<file path="src/rtl/mem_arbiter_pkg.sv">
// Shared types for the two-requester memory arbiter.
//   mem_in_type  : request bus (valid, fence, instr, addr, wdata, wstrb)
//   mem_out_type : response bus (rdata, ready)
//   pend_t       : one buffered request held per requester port
package mem_arbiter_pkg;

  localparam int unsigned ADDR_W = 32;
  localparam int unsigned DATA_W = 32;
  localparam int unsigned STRB_W = DATA_W / 8;

  typedef struct packed {
    logic              mem_valid;
    logic              mem_fence;
    logic              mem_instr;
    logic [ADDR_W-1:0] mem_addr;
    logic [DATA_W-1:0] mem_wdata;
    logic [STRB_W-1:0] mem_wstrb;
  } mem_in_type;

  typedef struct packed {
    logic [DATA_W-1:0] mem_rdata;
    logic              mem_ready;
  } mem_out_type;

  typedef struct packed {
    logic              fence;
    logic [ADDR_W-1:0] addr;
    logic [DATA_W-1:0] wdata;
    logic [STRB_W-1:0] wstrb;
  } pend_t;

endpackage

</file>
<file path="src/rtl/mem_arbiter_if.sv">
// Bus bundle for mem_arbiter: both requester ports and the shared downstream port.
//   imem_in / imem_out : instruction requester request / response
//   dmem_in / dmem_out : data requester request / response
//   mem_in  / mem_out  : shared downstream request / response
// slave  : arbiter side; master : requester + memory side.
interface mem_arbiter_if;
  import mem_arbiter_pkg::*;

  mem_in_type  imem_in;
  mem_out_type imem_out;
  mem_in_type  dmem_in;
  mem_out_type dmem_out;
  mem_in_type  mem_in;
  mem_out_type mem_out;

  modport master (
    output imem_in, dmem_in, mem_out,
    input  imem_out, dmem_out, mem_in
  );

  modport slave (
    input  imem_in, dmem_in, mem_out,
    output imem_out, dmem_out, mem_in
  );

endinterface

</file>
<file path="src/rtl/mem_arbiter.sv">
// Two-port (instruction/data) arbiter onto one shared memory bus.
// Each port has a one-entry pending buffer; one request is in flight at a time.
// Ports:
//   clock   : rising-edge clock
//   reset   : synchronous, active-low reset
//   arb_if  : slave modport carrying imem_in/out, dmem_in/out, mem_in/out
// Parameters:
//   rr_enable  : 1 = round-robin on contention, 0 = data port always wins
//   fence_pass : 1 = forward buffered fence downstream, 0 = drive fence as 0
module mem_arbiter
  import mem_arbiter_pkg::*;
#(
  parameter bit rr_enable  = 1'b1,
  parameter bit fence_pass = 1'b1
) (
  input  logic         clock,
  input  logic         reset,
  mem_arbiter_if.slave arb_if
);

  typedef enum logic [1:0] {
    IDLE   = 2'd0,
    BUSY_I = 2'd1,
    BUSY_D = 2'd2
  } state_e;

  state_e     state_q, state_d;
  logic       ifull_q, ifull_d;
  logic       dfull_q, dfull_d;
  pend_t      ibuf_q, ibuf_d;
  pend_t      dbuf_q, dbuf_d;
  logic       last_d_q, last_d_d;   // 1 = data port won the last grant from IDLE
  mem_in_type mem_in_q, mem_in_d;

  logic i_resp_c, d_resp_c;
  logic i_cap_c, d_cap_c;
  logic i_elig_c, d_elig_c;
  logic pick_d_c;

  // Requester instr bits carry no meaning here; port identity comes from the grant.
  logic unused_instr_c;
  assign unused_instr_c = arb_if.imem_in.mem_instr ^ arb_if.dmem_in.mem_instr;

  function automatic pend_t to_pend(input mem_in_type r);
    pend_t p;
    p.fence = r.mem_fence;
    p.addr  = r.mem_addr;
    p.wdata = r.mem_wdata;
    p.wstrb = r.mem_wstrb;
    return p;
  endfunction

  function automatic mem_in_type issue_req(input pend_t b, input logic instr);
    mem_in_type r;
    r           = '0;
    r.mem_valid = 1'b1;
    r.mem_instr = instr;
    r.mem_fence = b.fence & fence_pass;
    r.mem_addr  = b.addr;
    r.mem_wdata = b.wdata;
    r.mem_wstrb = b.wstrb;
    return r;
  endfunction

  // A port is responded to only while it owns the bus; ready in IDLE is dropped.
  assign i_resp_c = (state_q == BUSY_I) && arb_if.mem_out.mem_ready;
  assign d_resp_c = (state_q == BUSY_D) && arb_if.mem_out.mem_ready;

  // Full buffer blocks re-capture, so a held valid never spawns a second request.
  assign i_cap_c  = arb_if.imem_in.mem_valid && !ifull_q && !i_resp_c;
  assign d_cap_c  = arb_if.dmem_in.mem_valid && !dfull_q && !d_resp_c;
  assign i_elig_c = ifull_q || i_cap_c;
  assign d_elig_c = dfull_q || d_cap_c;
  assign pick_d_c = rr_enable ? !last_d_q : 1'b1;

  // Pending buffers: capture when empty, release at the edge ending the response cycle.
  always_comb begin
    ifull_d = (ifull_q && !i_resp_c) || i_cap_c;
    dfull_d = (dfull_q && !d_resp_c) || d_cap_c;
    ibuf_d  = ibuf_q;
    dbuf_d  = dbuf_q;
    if (i_resp_c) ibuf_d = '0;
    if (d_resp_c) dbuf_d = '0;
    if (i_cap_c)  ibuf_d = to_pend(arb_if.imem_in);
    if (d_cap_c)  dbuf_d = to_pend(arb_if.dmem_in);
  end

  // Grant FSM; completion hands straight over to a waiting other port.
  always_comb begin
    state_d  = state_q;
    last_d_d = last_d_q;
    unique case (state_q)
      IDLE: begin
        if (i_elig_c && d_elig_c) begin
          state_d  = pick_d_c ? BUSY_D : BUSY_I;
          last_d_d = pick_d_c;
        end else if (i_elig_c) begin
          state_d  = BUSY_I;
          last_d_d = 1'b0;
        end else if (d_elig_c) begin
          state_d  = BUSY_D;
          last_d_d = 1'b1;
        end
      end
      BUSY_I: begin
        if (arb_if.mem_out.mem_ready) state_d = d_elig_c ? BUSY_D : IDLE;
      end
      BUSY_D: begin
        if (arb_if.mem_out.mem_ready) state_d = i_elig_c ? BUSY_I : IDLE;
      end
      default: state_d = IDLE;
    endcase
  end

  // Downstream request is registered from the next state; all zero when idle.
  always_comb begin
    mem_in_d = '0;
    unique case (state_d)
      BUSY_I:  mem_in_d = issue_req(ibuf_d, 1'b1);
      BUSY_D:  mem_in_d = issue_req(dbuf_d, 1'b0);
      default: mem_in_d = '0;
    endcase
  end

  always_ff @(posedge clock) begin
    if (!reset) begin
      state_q  <= IDLE;
      ifull_q  <= 1'b0;
      dfull_q  <= 1'b0;
      ibuf_q   <= '0;
      dbuf_q   <= '0;
      last_d_q <= 1'b1;
      mem_in_q <= '0;
    end else begin
      state_q  <= state_d;
      ifull_q  <= ifull_d;
      dfull_q  <= dfull_d;
      ibuf_q   <= ibuf_d;
      dbuf_q   <= dbuf_d;
      last_d_q <= last_d_d;
      mem_in_q <= mem_in_d;
    end
  end

  assign arb_if.mem_in = mem_in_q;

  // Zero-latency response steering to the granted port only.
  always_comb begin
    arb_if.imem_out = '0;
    arb_if.dmem_out = '0;
    if (state_q == BUSY_I) arb_if.imem_out = arb_if.mem_out;
    if (state_q == BUSY_D) arb_if.dmem_out = arb_if.mem_out;
  end

endmodule

</file>
<file path="src/flat_wrapper.sv">
// flat-port wrapper written by rule: the top's interface ports become plain ports
module mem_arbiter_flat import mem_arbiter_pkg::*;
#(
  parameter bit rr_enable  = 1'b1,
  parameter bit fence_pass = 1'b1
)
  (clock, reset, arb_if_imem_in, arb_if_dmem_in, arb_if_mem_out, arb_if_imem_out, arb_if_dmem_out, arb_if_mem_in);
  mem_arbiter_if arb_if_i ();
  input  logic clock;
  input  logic reset;
  input wire logic [$bits(arb_if_i.imem_in)-1:0] arb_if_imem_in;
  input wire logic [$bits(arb_if_i.dmem_in)-1:0] arb_if_dmem_in;
  input wire logic [$bits(arb_if_i.mem_out)-1:0] arb_if_mem_out;
  output wire logic [$bits(arb_if_i.imem_out)-1:0] arb_if_imem_out;
  output wire logic [$bits(arb_if_i.dmem_out)-1:0] arb_if_dmem_out;
  output wire logic [$bits(arb_if_i.mem_in)-1:0] arb_if_mem_in;
  assign arb_if_i.imem_in = arb_if_imem_in;
  assign arb_if_i.dmem_in = arb_if_dmem_in;
  assign arb_if_i.mem_out = arb_if_mem_out;
  assign arb_if_imem_out = arb_if_i.imem_out;
  assign arb_if_dmem_out = arb_if_i.dmem_out;
  assign arb_if_mem_in = arb_if_i.mem_in;
  mem_arbiter #(.rr_enable(rr_enable), .fence_pass(fence_pass)) u_core (.clock(clock), .reset(reset), .arb_if(arb_if_i));
endmodule
</file>
<file path="config.mk">
export PLATFORM = sky130hd
export DESIGN_NAME = mem_arbiter_flat
export DESIGN_NICKNAME = d
export VERILOG_FILES = /design/src/rtl/mem_arbiter_pkg.sv /design/src/rtl/mem_arbiter_if.sv /design/src/rtl/mem_arbiter.sv /design/src/flat_wrapper.sv
export SDC_FILE = /design/constraint.sdc
export NUM_CORES = 1
export LEC_CHECK = 0
export ABC_AREA = 1
export CAP_MARGIN = 5
export CORE_MARGIN = 3
export CORE_UTILIZATION = 41
export DETAILED_ROUTE_END_ITERATION = 16
export PLACE_DENSITY = 0.77
export SETUP_SLACK_MARGIN = 0.15
export SLEW_MARGIN = 10
export SYNTH_ARGS = -nofsm -noshare
export SYNTH_HDL_FRONTEND = slang
export SYNTH_SLANG_ARGS = --single-unit
</file>
<file path="constraint.sdc">
create_clock -name clock -period 2 [get_ports clock]
set_input_delay 0.4 -clock clock [delete_from_list [all_inputs] [get_ports clock]]
set_output_delay 0.4 -clock clock [all_outputs]
set_load 0.05 [all_outputs]
</file>
Word-level counts from Yosys, hierarchy flattened
Cells that the tools add are included.
{"block": "totals", "reg_bits": 214}
{"block": "classes", "n_eq_ne": 4, "n_mux": 19, "n_reduce_logical": 21}
{"cell": "69-bit 2-to-1 mux", "n": 4}
{"cell": "71-bit case mux with 2 select lines", "n": 1}
{"cell": "33-bit 2-to-1 mux", "n": 2}
{"cell": "2-bit 2-to-1 mux", "n": 7}
{"cell": "1-bit logical AND", "n": 9}
{"cell": "2-bit case mux with 3 select lines", "n": 1}
{"cell": "1-bit logical NOT", "n": 5}
{"cell": "2-bit by 1-bit equality test with 1-bit output, second input constant", "n": 2}
{"cell": "2-bit equality test, second input constant", "n": 2}
{"cell": "1-bit logical OR", "n": 4}
{"cell": "1-bit 2-to-1 mux", "n": 4}
{"cell": "3-bit nonzero test", "n": 1}
{"cell": "2-bit logical NOT", "n": 1}
{"cell": "2-bit AND reduction", "n": 1}

Depth between registers and ports, before layout
Gate-level depths: netlist of run 1.
{"block": "depth", "depth_word": 11, "depth_mapped": 15, "ltp_nobuf": 12}

Least setup slack after synthesis of run 1
OpenSTA, ideal clock, no wires.
{"block": "synth_path", "path_kind": "input-to-reg", "start": "input arb_if_mem_out[0]", "end": "register u_core.mem_in_q (netlist bit u_core.arb_if.mem_in[48])", "setup_time_ns": 0.070, "t_arrival_ns": 2.210, "required_time_ns": 1.930, "slack_ns": -0.281, "stages": 11, "n_path_buf": 4, "path_cell_list": "nand3_1 buf_4 inv_1 a21oi_1 nand2_1 ha_1 buf_2 buf_2 buf_1 nand3_1 a21oi_1"}
{"block": "synth_between", "elab_chain_len": 10, "word_cells_on_any_way": 24}
{"element": "start: declaration", "line_no": "flat_wrapper.sv:13", "rtl": "input wire logic [$bits(arb_if_i.mem_out)-1:0] arb_if_mem_out;"}
{"element": "1-bit logical AND", "line_no": "mem_arbiter.sv:67", "rtl": "assign d_resp_c = (state_q == BUSY_D) && arb_if.mem_out.mem_ready;"}
{"element": "1-bit logical NOT", "line_no": "mem_arbiter.sv:71", "rtl": "assign d_cap_c = arb_if.dmem_in.mem_valid && !dfull_q && !d_resp_c;"}
{"element": "1-bit logical AND", "line_no": "mem_arbiter.sv:71"}
{"element": "1-bit logical OR", "line_no": "mem_arbiter.sv:73", "rtl": "assign d_elig_c = dfull_q || d_cap_c;"}
{"element": "2-bit 2-to-1 mux", "line_no": "mem_arbiter.sv:100", "rtl": "end else if (d_elig_c) begin"}
{"element": "2-bit 2-to-1 mux", "line_no": "mem_arbiter.sv:97", "rtl": "end else if (i_elig_c) begin"}
{"element": "2-bit 2-to-1 mux", "line_no": "mem_arbiter.sv:94", "rtl": "if (i_elig_c && d_elig_c) begin"}
{"element": "2-bit case mux with 3 select lines *", "line_no": "mem_arbiter.sv:92", "rtl": "unique case (state_q)"}
{"element": "net u_core.state_d[1]", "line_no": "mem_arbiter.sv:27", "rtl": "state_e state_q, state_d;"}
{"element": "2-bit equality test / 2-bit by 1-bit equality test with 1-bit output (equally long branches)", "line_no": "mem_arbiter.sv:118", "rtl": "unique case (state_d)"}
{"element": "71-bit case mux with 2 select lines *", "line_no": "mem_arbiter.sv:118"}
{"element": "end signal: assignment", "line_no": "mem_arbiter.sv:141", "rtl": "mem_in_q <= mem_in_d;"}
{"element": "end: declaration", "line_no": "mem_arbiter.sv:33", "rtl": "mem_in_type mem_in_q, mem_in_d;"}
The timed path passes the listed nets; every way through them passes the cells marked *.
A chain may end at the register's enable or synchronous reset.

Final worst setup path of run 1
{"block": "layout_path", "start": "register u_core.state_q[1]", "end": "register u_core.mem_in_q (netlist bit u_core.arb_if.mem_in[7])"}
{"block": "layout_between", "elab_chain_len": 11, "word_cells_on_any_way": 27}
{"element": "start: declaration", "line_no": "mem_arbiter.sv:27"}
{"element": "start signal: assignment", "line_no": "mem_arbiter.sv:135", "rtl": "state_q <= state_d;"}
{"element": "2-bit equality test", "line_no": "mem_arbiter.sv:67, mem_arbiter.sv:92"}
{"element": "1-bit logical AND", "line_no": "mem_arbiter.sv:67"}
{"element": "1-bit logical NOT", "line_no": "mem_arbiter.sv:71"}
{"element": "1-bit logical AND", "line_no": "mem_arbiter.sv:71"}
{"element": "1-bit logical OR", "line_no": "mem_arbiter.sv:73"}
{"element": "2-bit 2-to-1 mux", "line_no": "mem_arbiter.sv:100"}
{"element": "2-bit 2-to-1 mux", "line_no": "mem_arbiter.sv:97"}
{"element": "2-bit 2-to-1 mux", "line_no": "mem_arbiter.sv:94"}
{"element": "2-bit case mux with 3 select lines *", "line_no": "mem_arbiter.sv:92"}
{"element": "net u_core.state_d[1]", "line_no": "mem_arbiter.sv:27"}
{"element": "2-bit equality test / 2-bit by 1-bit equality test with 1-bit output (equally long branches)", "line_no": "mem_arbiter.sv:118"}
{"element": "71-bit case mux with 2 select lines *", "line_no": "mem_arbiter.sv:118"}
Marks and branches as above.

==> results_dict.tcl, run 1 <==
set metrics [dict create \
    gr-total-overflow 0 \
    cp-start-kind "flop" \
    worstSetupPathType "flop to flop" \
    p_int_mw 10.1 \
    num_vias 10100 \
    synth.most_common_cell "nand2_1" \
    place_congestion 0.895 \
    wl_per_cell_um 18.2 \
    timing.setup.tns_ns -3.57 \
    routed_via_density 5.15 \
    met1_usage_pct 34.3 \
    grtUsageTotal_pct 26.9 \
    leakagePower_nw 6.94 \
    slowest_delay_ns 0.39 \
    slew_violations 0 \
    seq_area_frac_synth_pct 47.7 \
    slew_headroom_pct 45.0 \
    synth.cell_area_mm2 0.00899 \
    htreeDepth 1 \
    met2_usage_pct 47.4 \
    clkTransAtPathRegs_ns 0.06 \
    syn_nets 1538 \
    async_flop_share_pct 0 \
    synth_commonest_cells "568 x nand2_1, 214 x dfxtp_1, 204 x nor2_1" \
    grt_pass1_wl_um 51800 \
    status "complete, but fails checks" \
    drv_cap 0 \
    synth.distinct_cells 16 \
    place_inst 1880 \
    dr.first_iter.drc_count 772 \
    finalHoldViolCount 0 \
    clkPwrFrac_pct 25.9 \
    cp_max_fo 13 \
    synth_edf_count 0 \
    peakVddDrop_uv 603 \
    drc 0 \
    final.period_utilization_pct 106 \
    yosys_warnings 0 \
    core_area_mm2 0.0213 \
    dp_hpwl_um 20200 \
    grt_busiest_layer "met2" \
    drive_gt1_share_pct 22.2 \
    crit_slowest_cell "dfxtp_4" \
    finalPower_mw 15.9 \
    root_buffer "clkbuf_16" \
    fmax_ghz 0.473 \
    rsz0062_at_grt "true" \
    io_buffers 311 \
    syn_avg_cell_area_um2 6.61 \
    p_seq_share_pct 29.8 \
    design_area_mm2 0.0157 \
    cts_sinks 214 \
    violations "setup timing" \
    grt_max_degree 107 \
    insertion_delay_ns 0.51 \
    std_cell_rows 53 \
    synth_area_leaders "dfxtp_1 48%, nand2_1 24%, nor2_1 8.5%, nand3_1 7.8%, a21oi_1 4.2%" \
    ys_ff_latch 214 \
    setup_viol 98 \
    initial_core_util_pct 42.2 \
    use_met3_pct 3.57 \
    dr.pass1.iters 5 \
    fin_crit_ns 2.11 \
    pwr-share-comb_pct 44.3 \
    placed_area_mm2 0.0131 \
    cts_tree "yes" \
    grt_pass1_vias 9596 \
    switching_share_pct 36.5 \
    die_area_mm2 0.0237 \
    ant_nets 0 \
    finClkSkew_ns 0.0206 \
    cp.required_ns 2.42 \
    antenna_found_initial 2 \
    syn_inst 1359 \
    setup_ws_ns -0.113 \
    synth_top_area_cell "dfxtp_1" \
    power_switching_mw 5.82 \
    area_delta_synth_final_pct 74.6 \
    powerDensity_mw_per_mm2 1020 \
    final_nets 1852 \
    hp-class "flop to flop" \
    fp.dieH_um 154 \
    die_w_um 154 \
    arrival_ns 2.53 \
    fill_cells 1481 \
    synth.top_cell.area_share_pct 47.7 \
    clk_path_buf_depth 3 \
    layout.cells.non_filler 1964 \
    tightest_slew_ns 0.826 \
    cp_common_cell "buf_12" \
    wl_um 35700 \
    pin_count 314 \
    critical_path.cell_chain "inv_6 > buf_12 > nand3_4 > buf_6 > clkinvlp_4 > a21oi_4 > nand2_4 > ha_4 > nor2_4 > inv_8 > buf_8 > buf_12 > a21oi_1" \
    synth_ff_type "dfxtp_1" \
    cts-buffers-inserted 22 \
    end_kind "flop" \
]
-- sequential cells by signal, summed over array words and instances, names as in the netlist --
signal,cells
u_core.ifull_q,1
u_core.dfull_q,1
u_core.state_q,2
u_core.arb_if.mem_in,71
u_core.ibuf_q,69
u_core.dbuf_q,69
u_core.last_d_q,1
-- power by group through the flow --
stage | Combinational [mW] | Sequential [mW] | Clock [mW]
global placement | 4.66 | 4.82 | 0
detailed placement | 4.72 | 4.83 | 0
CTS | 6.24 | 4.74 | 4.14
finish | 7.06 | 4.75 | 4.13
global route | 7.36 | 4.77 | 4.33
floorplan | 2.37 | 5.26 | 0
-- final cells by class --
cell class | instances | area (µm²) | share of cell area, %
clock buffers | 31 | 626 | 3.99
inverters | 48 | 205 | 1.31
clock inverters | 8 | 96.3 | 0.614
well taps | 275 | 344 | 2.19
multi-input cells | 995 | 5070 | 32.3
repair buffers | 392 | 5050 | 32.2
diodes | 1 | 2.50 | 0.0159
flip-flops and latches | 214 | 4290 | 27.4
-- metal layers --
metal,part of all wire [%],wire length [µm],vias to the layer above
li1,-,-,4848
met1,39,13900,4731
met2,52,18500,456
met3,6.4,2300,74
met4,2.8,996,2
met5,0.036,13,-
-- critical path, delay by kind of cell, from the launching register on --
kind | cells | cell delay, ns
buffers and inverters | 7 | 0.73
DFF | 1 | 0.39
and+or+nand+nor | 3 | 0.33
AOI/OAI and AO/OA | 2 | 0.32
adders and majority gates | 1 | 0.25
-- through the flow --
step           setup WS (ns)  utilization [%]  hold slack, ns
2_1_floorplan        0.00254                -           0.469
3_3_place_gp          -0.381             61.4           0.513
3_5_place_dp          -0.491             61.4           0.517
4_1_cts              -0.0120             70.6           0.527
5_1_grt               -0.149             73.7           0.558
6_report              -0.113             73.7           0.529
-- cells in the final DEF, fill, tap and decap left out, types with 28 or more instances in the layout --
cell type / n
a21oi_2: 47
buf_12: 89
buf_4: 29
clkbuf_16: 28
clkdlybuf4s50_1: 173
dfxtp_1: 212
dlygate4sd2_1: 66
inv_1: 37
nand2_1: 558
nand3_1: 94
nand3_2: 33
nor2_1: 140
nor2_4: 49
-- path summary, 6_finish.rpt --
check	end	depth (start not counted)	from	slack, ns
max	u_core.arb_if.mem_in[7]	13	u_core.state_q[1]	-0.11
min	u_core.dbuf_q[26]	4	u_core.dbuf_q[26]	0.53
max reg2reg	u_core.arb_if.mem_in[7]	13	u_core.state_q[1]	-0.11
min reg2reg	u_core.dbuf_q[26]	4	u_core.dbuf_q[26]	0.53
-- kinds of logic (layout without fill, tap and decap cells) --
| group | Yosys count | count (layout) | share of synthesized area, % |
|---|---|---|---|
| adder cells (fa/ha/maj) | 2 | 2 | 0.278 |
| buffers and inverters | 150 | 479 | 7.31 |
| other | 0 | 1 | 0 |
| AND/OR/NAND/NOR | 915 | 915 | 40.4 |
| flip-flops | 214 | 214 | 47.7 |
| AO/OA/AOI/OAI | 78 | 78 | 4.40 |
-- timing repair --
item / CTS / global route
hold buffers: 0 / 0
pin swaps: 36 / 38
setup buffers: 13 / 10
setup endpoints to repair: 200 / 185
gates cloned: 15 / 6
gates resized for setup: 265 / 91
Power figures use the tool's default switching activity.
==> inputs of run 2 (changes only) <==
CORE_MARGIN = default   (was 3)
CTS_CLUSTER_SIZE = 24   (was default)
==> run 2 against run 1 <==
  * The run still ends with setup timing left
  * First-iteration DRC count grew 0.65%
  * Register-to-register slack improved by 0.05 ns
  * Utilization up 0.43 points
  * Largest cell class unchanged
  * Die area down 5.1%
==> results_dict.tcl, run 2 (same netlist as run 1, synthesis figures left out) <==
set metrics [dict create \
    ant_nets 0 \
    std_cell_rows 53 \
    num_vias 10100 \
    gr-total-overflow 0 \
    die_w_um 150 \
    crit_start "arb_if_mem_out[0]" \
    htreeDepth 1 \
    violations "setup timing" \
    timing.setup.tns_ns -3.21 \
    dp_hpwl_um 19100 \
    slowest_delay_ns 0.62 \
    r2r-start "u_core.state_q[0]" \
    fmax_ghz 0.478 \
    routed_via_density 5.17 \
    leakagePower_nw 6.94 \
    crit_slowest_cell "clkdlybuf4s50_1" \
    grt_pass1_vias 9897 \
    cp.required_ns 2.44 \
    fill_cells 1479 \
    layout_common_cells "560 x nand2_1, 212 x dfxtp_1, 174 x clkdlybuf4s50_1" \
    clk_path_buf_depth 3 \
    dpl_worst_slack_ns -0.448 \
    grt_pass1_wl_um 52300 \
    rsz0062_at_grt "true" \
    worstSetupPathType "input port to flop" \
    diodes 0 \
    fp.dieH_um 150 \
    arrival_ns 2.53 \
    die_area_mm2 0.0225 \
    root_buffer "clkbuf_16" \
    cts-buffers-inserted 22 \
    antenna_found_initial 1 \
    setup_ws_ns -0.0907 \
    powerDensity_mw_per_mm2 995 \
    wl_um 34500 \
    multi_input_area_mm2 0.00520 \
    tightest_slew_ns 0.760 \
    peakVddDrop_uv 634 \
    wl_per_cell_um 17.6 \
    fin_crit_ns 2.09 \
    final.period_utilization_pct 105 \
    r2r_slack_ns -0.06 \
    regArea_mm2 0.00429 \
    largest_reg_flops 71 \
    cts_hold_buf 0 \
    core_area_mm2 0.0213 \
    final_nets 1848 \
    dr.first_iter.drc_count 777 \
    pin_count 314 \
    crit_buf_inv 4 \
    cp_max_fo 19 \
    place_congestion 0.862 \
    worst-path-stages 13 \
    crit_family "buffers and inverters" \
    slew_violations 0 \
    area_delta_synth_final_pct 75.6 \
    slew_headroom_pct 49.4 \
    timing.rr.end "u_core.arb_if.mem_in[25]" \
    io_buffers 311 \
    drive_gt1_share_pct 23.2 \
    grtUsageTotal_pct 30.0 \
    endpoint "u_core.arb_if.mem_in[25]" \
    insertion_delay_ns 0.51 \
    critical_path.cell_chain "clkdlybuf4s50_1 > nand3_4 > nand2_4 > nand2_2 > nand2_1 > nand2_1 > nand2_2 > inv_2 > ha_4 > nor2_4 > inv_8 > buf_16 > a21oi_2" \
    end_kind "flop" \
    drc 0 \
    finalHoldViolCount 0 \
    dr.pass1.iters 6 \
    setup_viol 87 \
    drv_cap 0 \
    r2r.worst_path.cells 14 \
    finalPower_mw 15.7 \
    grt_max_degree 139 \
    clkTransAtPathRegs_ns 0.06 \
    cp-start-kind "input port" \
    cts_tree "yes" \
    initial_core_util_pct 42.2 \
    finClkSkew_ns 0.0193 \
    status "complete, but fails checks" \
    cts_sinks 214 \
    final_common_cell "nand2_1" \
    hp-class "flop to flop" \
]
[run 2: changes by cell type in the layout (fill, tap and decap cells not counted), moves of 4 or more]
cell	delta
nor2_4	+18
nand3_2	+7
buf_12	-4
a21oi_2	+19
buf_4	-4
buf_16	+4
a21oi_1	-19
nand3_4	-6
nor2_2	-18
[run 2: worst min-delay path by stage]
stage               cells after the start                 to               start
finish                                  4  u_core.dbuf_q[31]   u_core.dbuf_q[31]
global route                            4  u_core.dbuf_q[66]   u_core.dbuf_q[66]
CTS                                     5  u_core.dbuf_q[47]  arb_if_dmem_in[47]
detailed placement                      4  u_core.dbuf_q[61]   u_core.dbuf_q[61]
global placement                        4   u_core.ibuf_q[2]    u_core.ibuf_q[2]
floorplan                               1    u_core.last_d_q               reset
[run 2: metal layers]
metal	global-route usage [%]	part of all wire, %	up-vias
met2	52.5	51	503
met5	0	0.038	-
met1	36.3	38	4697
met4	11.6	3.6	2
met3	5.21	7.5	87
li1	-	-	4843
[run 2: cell type report]
| class | count | area share [%] |
|---|---|---|
| clock inverter | 10 | 0.412 |
| tap | 275 | 2.18 |
| clock buffer | 29 | 3.91 |
| timing repair buffer | 388 | 32.0 |
| sequential | 214 | 27.2 |
| multi-input combinational | 995 | 33.0 |
| inverter | 48 | 1.32 |
[run 2: power breakdown]
group	internal (mW)	switching [mW]	leakage, nW
combinational	3.05	4.03	4.85
clock	2.18	1.69	0.346
sequential	4.62	0.132	1.75
[run 2: worst reg2reg max path, stage by stage, from the launching register on]
cell and delay [ns]:
dfxtp_4 0.37, inv_6 0.08, buf_12 0.10, nand3_4 0.10, nand2_4 0.10, nand2_2 0.08
nand2_1 0.08, nand2_1 0.09, nand2_2 0.10, inv_2 0.05, ha_4 0.24, nor2_4 0.15
inv_8 0.12, buf_16 0.19, a21oi_2 0.15
[run 2: through the flow]
stage	util, %	area (µm²)	hold WS, ns	std cells
floorplan	-	9120	0.469	1359
global placement	61.6	13100	0.514	1877
detailed placement	61.6	13100	0.516	1877
CTS	72.9	15500	0.521	1952
global route	74.1	15800	0.554	1959
finish	74.1	15800	0.528	1959
[run 2: repair_timing]
action | 4_1_cts | 5_1_grt
pin swaps | 77 | 50
endpoints found under the setup margin | 202 | 152
buffers inserted | 16 | 3
gates resized for setup | 355 | 26
gates cloned | 20 | 4
==> inputs of run 3 (changes only) <==
ABC_AREA = default   (was 1)
CORE_UTILIZATION = 39   (was 41)
SKIP_LAST_GASP = 1   (was default)
==> run 3 against run 2 <==
  * The flow still finishes with violations (setup timing)
  * Worst hold slack got worse by 0.038 ns
  * Critical path depth decreased by 5
  * Die area decreased by 12%
  * Clock-buffer cell count increased by 1
  * Largest power group is now registers
  * Utilization decreased by 5.1 points
  * Total power decreased by 19%
  * Flip-flop and latch count unchanged
  * Global-route usage decreased by 5.8 points
  * Clock skew increased by 0.0032 ns
  * Register-to-register slack got worse by 0.05 ns
==> results_dict.tcl, run 3 <==
set metrics [dict create \
    ys_ff_latch 214 \
    dp_hpwl_um 16700 \
    gr-total-overflow 0 \
    core_area_mm2 0.0188 \
    end_kind "flop" \
    design_area_mm2 0.0130 \
    synth.top_cell.area_share_pct 56.7 \
    cp.required_ns 2.42 \
    area_delta_synth_final_pct 72.2 \
    r2r-start "u_core.state_q[1]" \
    grt_pass1_vias 6887 \
    clk_path_buf_depth 3 \
    synth.most_common_cell "dfxtp_1" \
    tightest_slew_ns 0.568 \
    powerDensity_mw_per_mm2 979 \
    fill_cells 1388 \
    syn_inst 711 \
    synth_top_area_cell "dfxtp_1" \
    syn_nets 890 \
    final.period_utilization_pct 106 \
    drive_gt1_share_pct 22.6 \
    pin_count 314 \
    fp.dieH_um 141 \
    drv_cap 0 \
    place_congestion 0.861 \
    finalPower_mw 12.7 \
    root_buffer "clkbuf_16" \
    setup_viol 133 \
    synth.distinct_cells 28 \
    crit_family "simple AND/OR/NAND/NOR gates" \
    worstSetupPathType "flop to flop" \
    regArea_mm2 0.00429 \
    grt_pass1_wl_um 36800 \
    cts_tree "yes" \
    drc 0 \
    yosys_warnings 0 \
    async_flop_share_pct 0 \
    cts_sinks 214 \
    synth_ff_type "dfxtp_1" \
    critical_path.cell_chain "nand3b_1 > or2_2 > nand3_2 > ha_4 > and2b_2 > nand3_4 > buf_12 > o22ai_1" \
    timing.setup.tns_ns -10.66 \
    initial_core_util_pct 40.1 \
    cp_max_fo 19 \
    htreeDepth 1 \
    violations "setup timing" \
    layout_common_cells "212 x dfxtp_1, 174 x clkdlybuf4s50_1, 142 x nor2_1" \
    dr.first_iter.drc_count 270 \
    multi_input_area_mm2 0.00328 \
    final_nets 1222 \
    crit_slowest_cell "dfxtp_4" \
    clkTransAtPathRegs_ns 0.06 \
    arrival_ns 2.54 \
    grt_max_degree 52 \
    antenna_found_initial 3 \
    synth_commonest_cells "214 x dfxtp_1, 143 x nor2_1, 138 x mux2i_1" \
    syn_avg_cell_area_um2 10.6 \
    wl_per_cell_um 19.0 \
    finClkSkew_ns 0.0225 \
    slew_headroom_pct 62.3 \
    rsz0062_at_grt "true" \
    std_cell_rows 50 \
    routed_via_density 4.94 \
    io_buffers 311 \
    status "complete, but fails checks" \
    crit_start "u_core.state_q[1]" \
    die_w_um 141 \
    slew_violations 0 \
    grtUsageTotal_pct 24.1 \
    cts-buffers-inserted 22 \
    dr.pass1.iters 4 \
    final_common_cell "dfxtp_1" \
    placed_area_mm2 0.0117 \
    crit_buf_inv 1 \
    wl_um 25100 \
    finalHoldViolCount 0 \
    setup_ws_ns -0.114 \
    insertion_delay_ns 0.50 \
    hp-start "u_core.ibuf_q[68]" \
    slowest_delay_ns 0.37 \
    cp-start-kind "flop" \
    leakagePower_nw 5.56 \
    largest_reg_flops 71 \
    ant_nets 0 \
    seq_area_frac_synth_pct 56.7 \
    synth_edf_count 0 \
    peakVddDrop_uv 621 \
    synth_area_leaders "dfxtp_1 57%, mux2i_1 18%, nor2_1 7.1%, o22ai_1 5.7%, and2_1 5.4%" \
    layout.cells.non_filler 1320 \
    fmax_ghz 0.473 \
    hp-class "flop to flop" \
    die_area_mm2 0.0199 \
    num_vias 6515 \
    synth.cell_area_mm2 0.00755 \
    place_inst 1263 \
    fin_crit_ns 2.11 \
]
-- run 3: changes by cell type after synthesis, sizes merged, moves of 4 or more --
| cell | delta |
|---|---|
| inv | -45 |
| o22ai | +69 |
| buf | -39 |
| clkbuf | -13 |
| nor2b | +4 |
| nand3 | -135 |
| nor2 | -64 |
| nand2 | -566 |
| mux2i | +138 |
| and2 | +65 |
| a21oi | -75 |
-- run 3: cell families (layout without fill, tap and decap cells) --
kind of cell,Yosys count,in the layout,synth area share [%]
multiplexers,138,138,18.3
buffers and inverters,53,399,4.08
adder cells (fa/ha/maj),2,2,0.331
other,0,3,0
AO/OA/AOI/OAI,74,74,6.16
AND/OR/NAND/NOR,230,230,14.4
flip-flops,214,214,56.7
-- run 3: final cells by class --
type                       count  area share (%)
antenna                        3          0.0577
clock buffer                  30            4.62
clock inverter                 8           0.780
inverter                       3          0.0866
multi-input combinational    444            25.2
sequential                   214            33.0
tap                          260            2.50
timing repair buffer         358            33.7
-- run 3: repair_timing --
item,CTS,global route
pin swaps,25,16
hold buffers,0,0
setup buffers,6,1
cloned,7,2
setup endpoints to repair,200,138
gates resized for setup,149,30
-- run 3: final timing paths --
| kind | slack [ns] | cells after the start | to |
|---|---|---|---|
| setup reg to reg | -0.11 | 8 | u_core.arb_if.mem_in[13] |
| hold / removal | 0.49 | 2 | u_core.ibuf_q[68] |
| setup / recovery | -0.11 | 8 | u_core.arb_if.mem_in[13] |
| hold reg to reg | 0.49 | 2 | u_core.ibuf_q[68] |
-- run 3: per-layer routing --
layer | GRT usage (%) | up-vias | share of wire [%]
met5 | 0 | - | 0
met4 | 12.5 | 0 | 4.8
met3 | 7.07 | 69 | 8.4
met2 | 43.8 | 291 | 50
met1 | 25.2 | 3061 | 36
li1 | - | 3094 | -
-- run 3: worst register-to-register path, stage by stage, from the launching register on --
cell and delay [ns]:
dfxtp_4 0.37, nand3b_1 0.18, or2_2 0.33, nand3_2 0.11, ha_4 0.20, and2b_2 0.27, nand3_4 0.16, buf_12 0.21
o22ai_1 0.21
-- run 3: metrics by stage --
| stage | setup slack, ns | utilization (%) | hold WS [ns] |
|---|---|---|---|
| final | -0.114 | 69.0 | 0.490 |
| after global routing | -0.170 | 69.0 | 0.520 |
| after CTS | -0.121 | 68.0 | 0.491 |
| after detailed placement | -0.580 | 62.3 | 0.476 |
| after global placement | -0.523 | 62.3 | 0.467 |
| after floorplan | 0.0576 | - | 0.456 |
-- run 3: power by group --
part           internal [mW]  switching [mW]  leakage, nW
Clock                   2.36            1.61        0.347
Sequential              4.63           0.127         1.75
Combinational           1.82            2.18         3.47
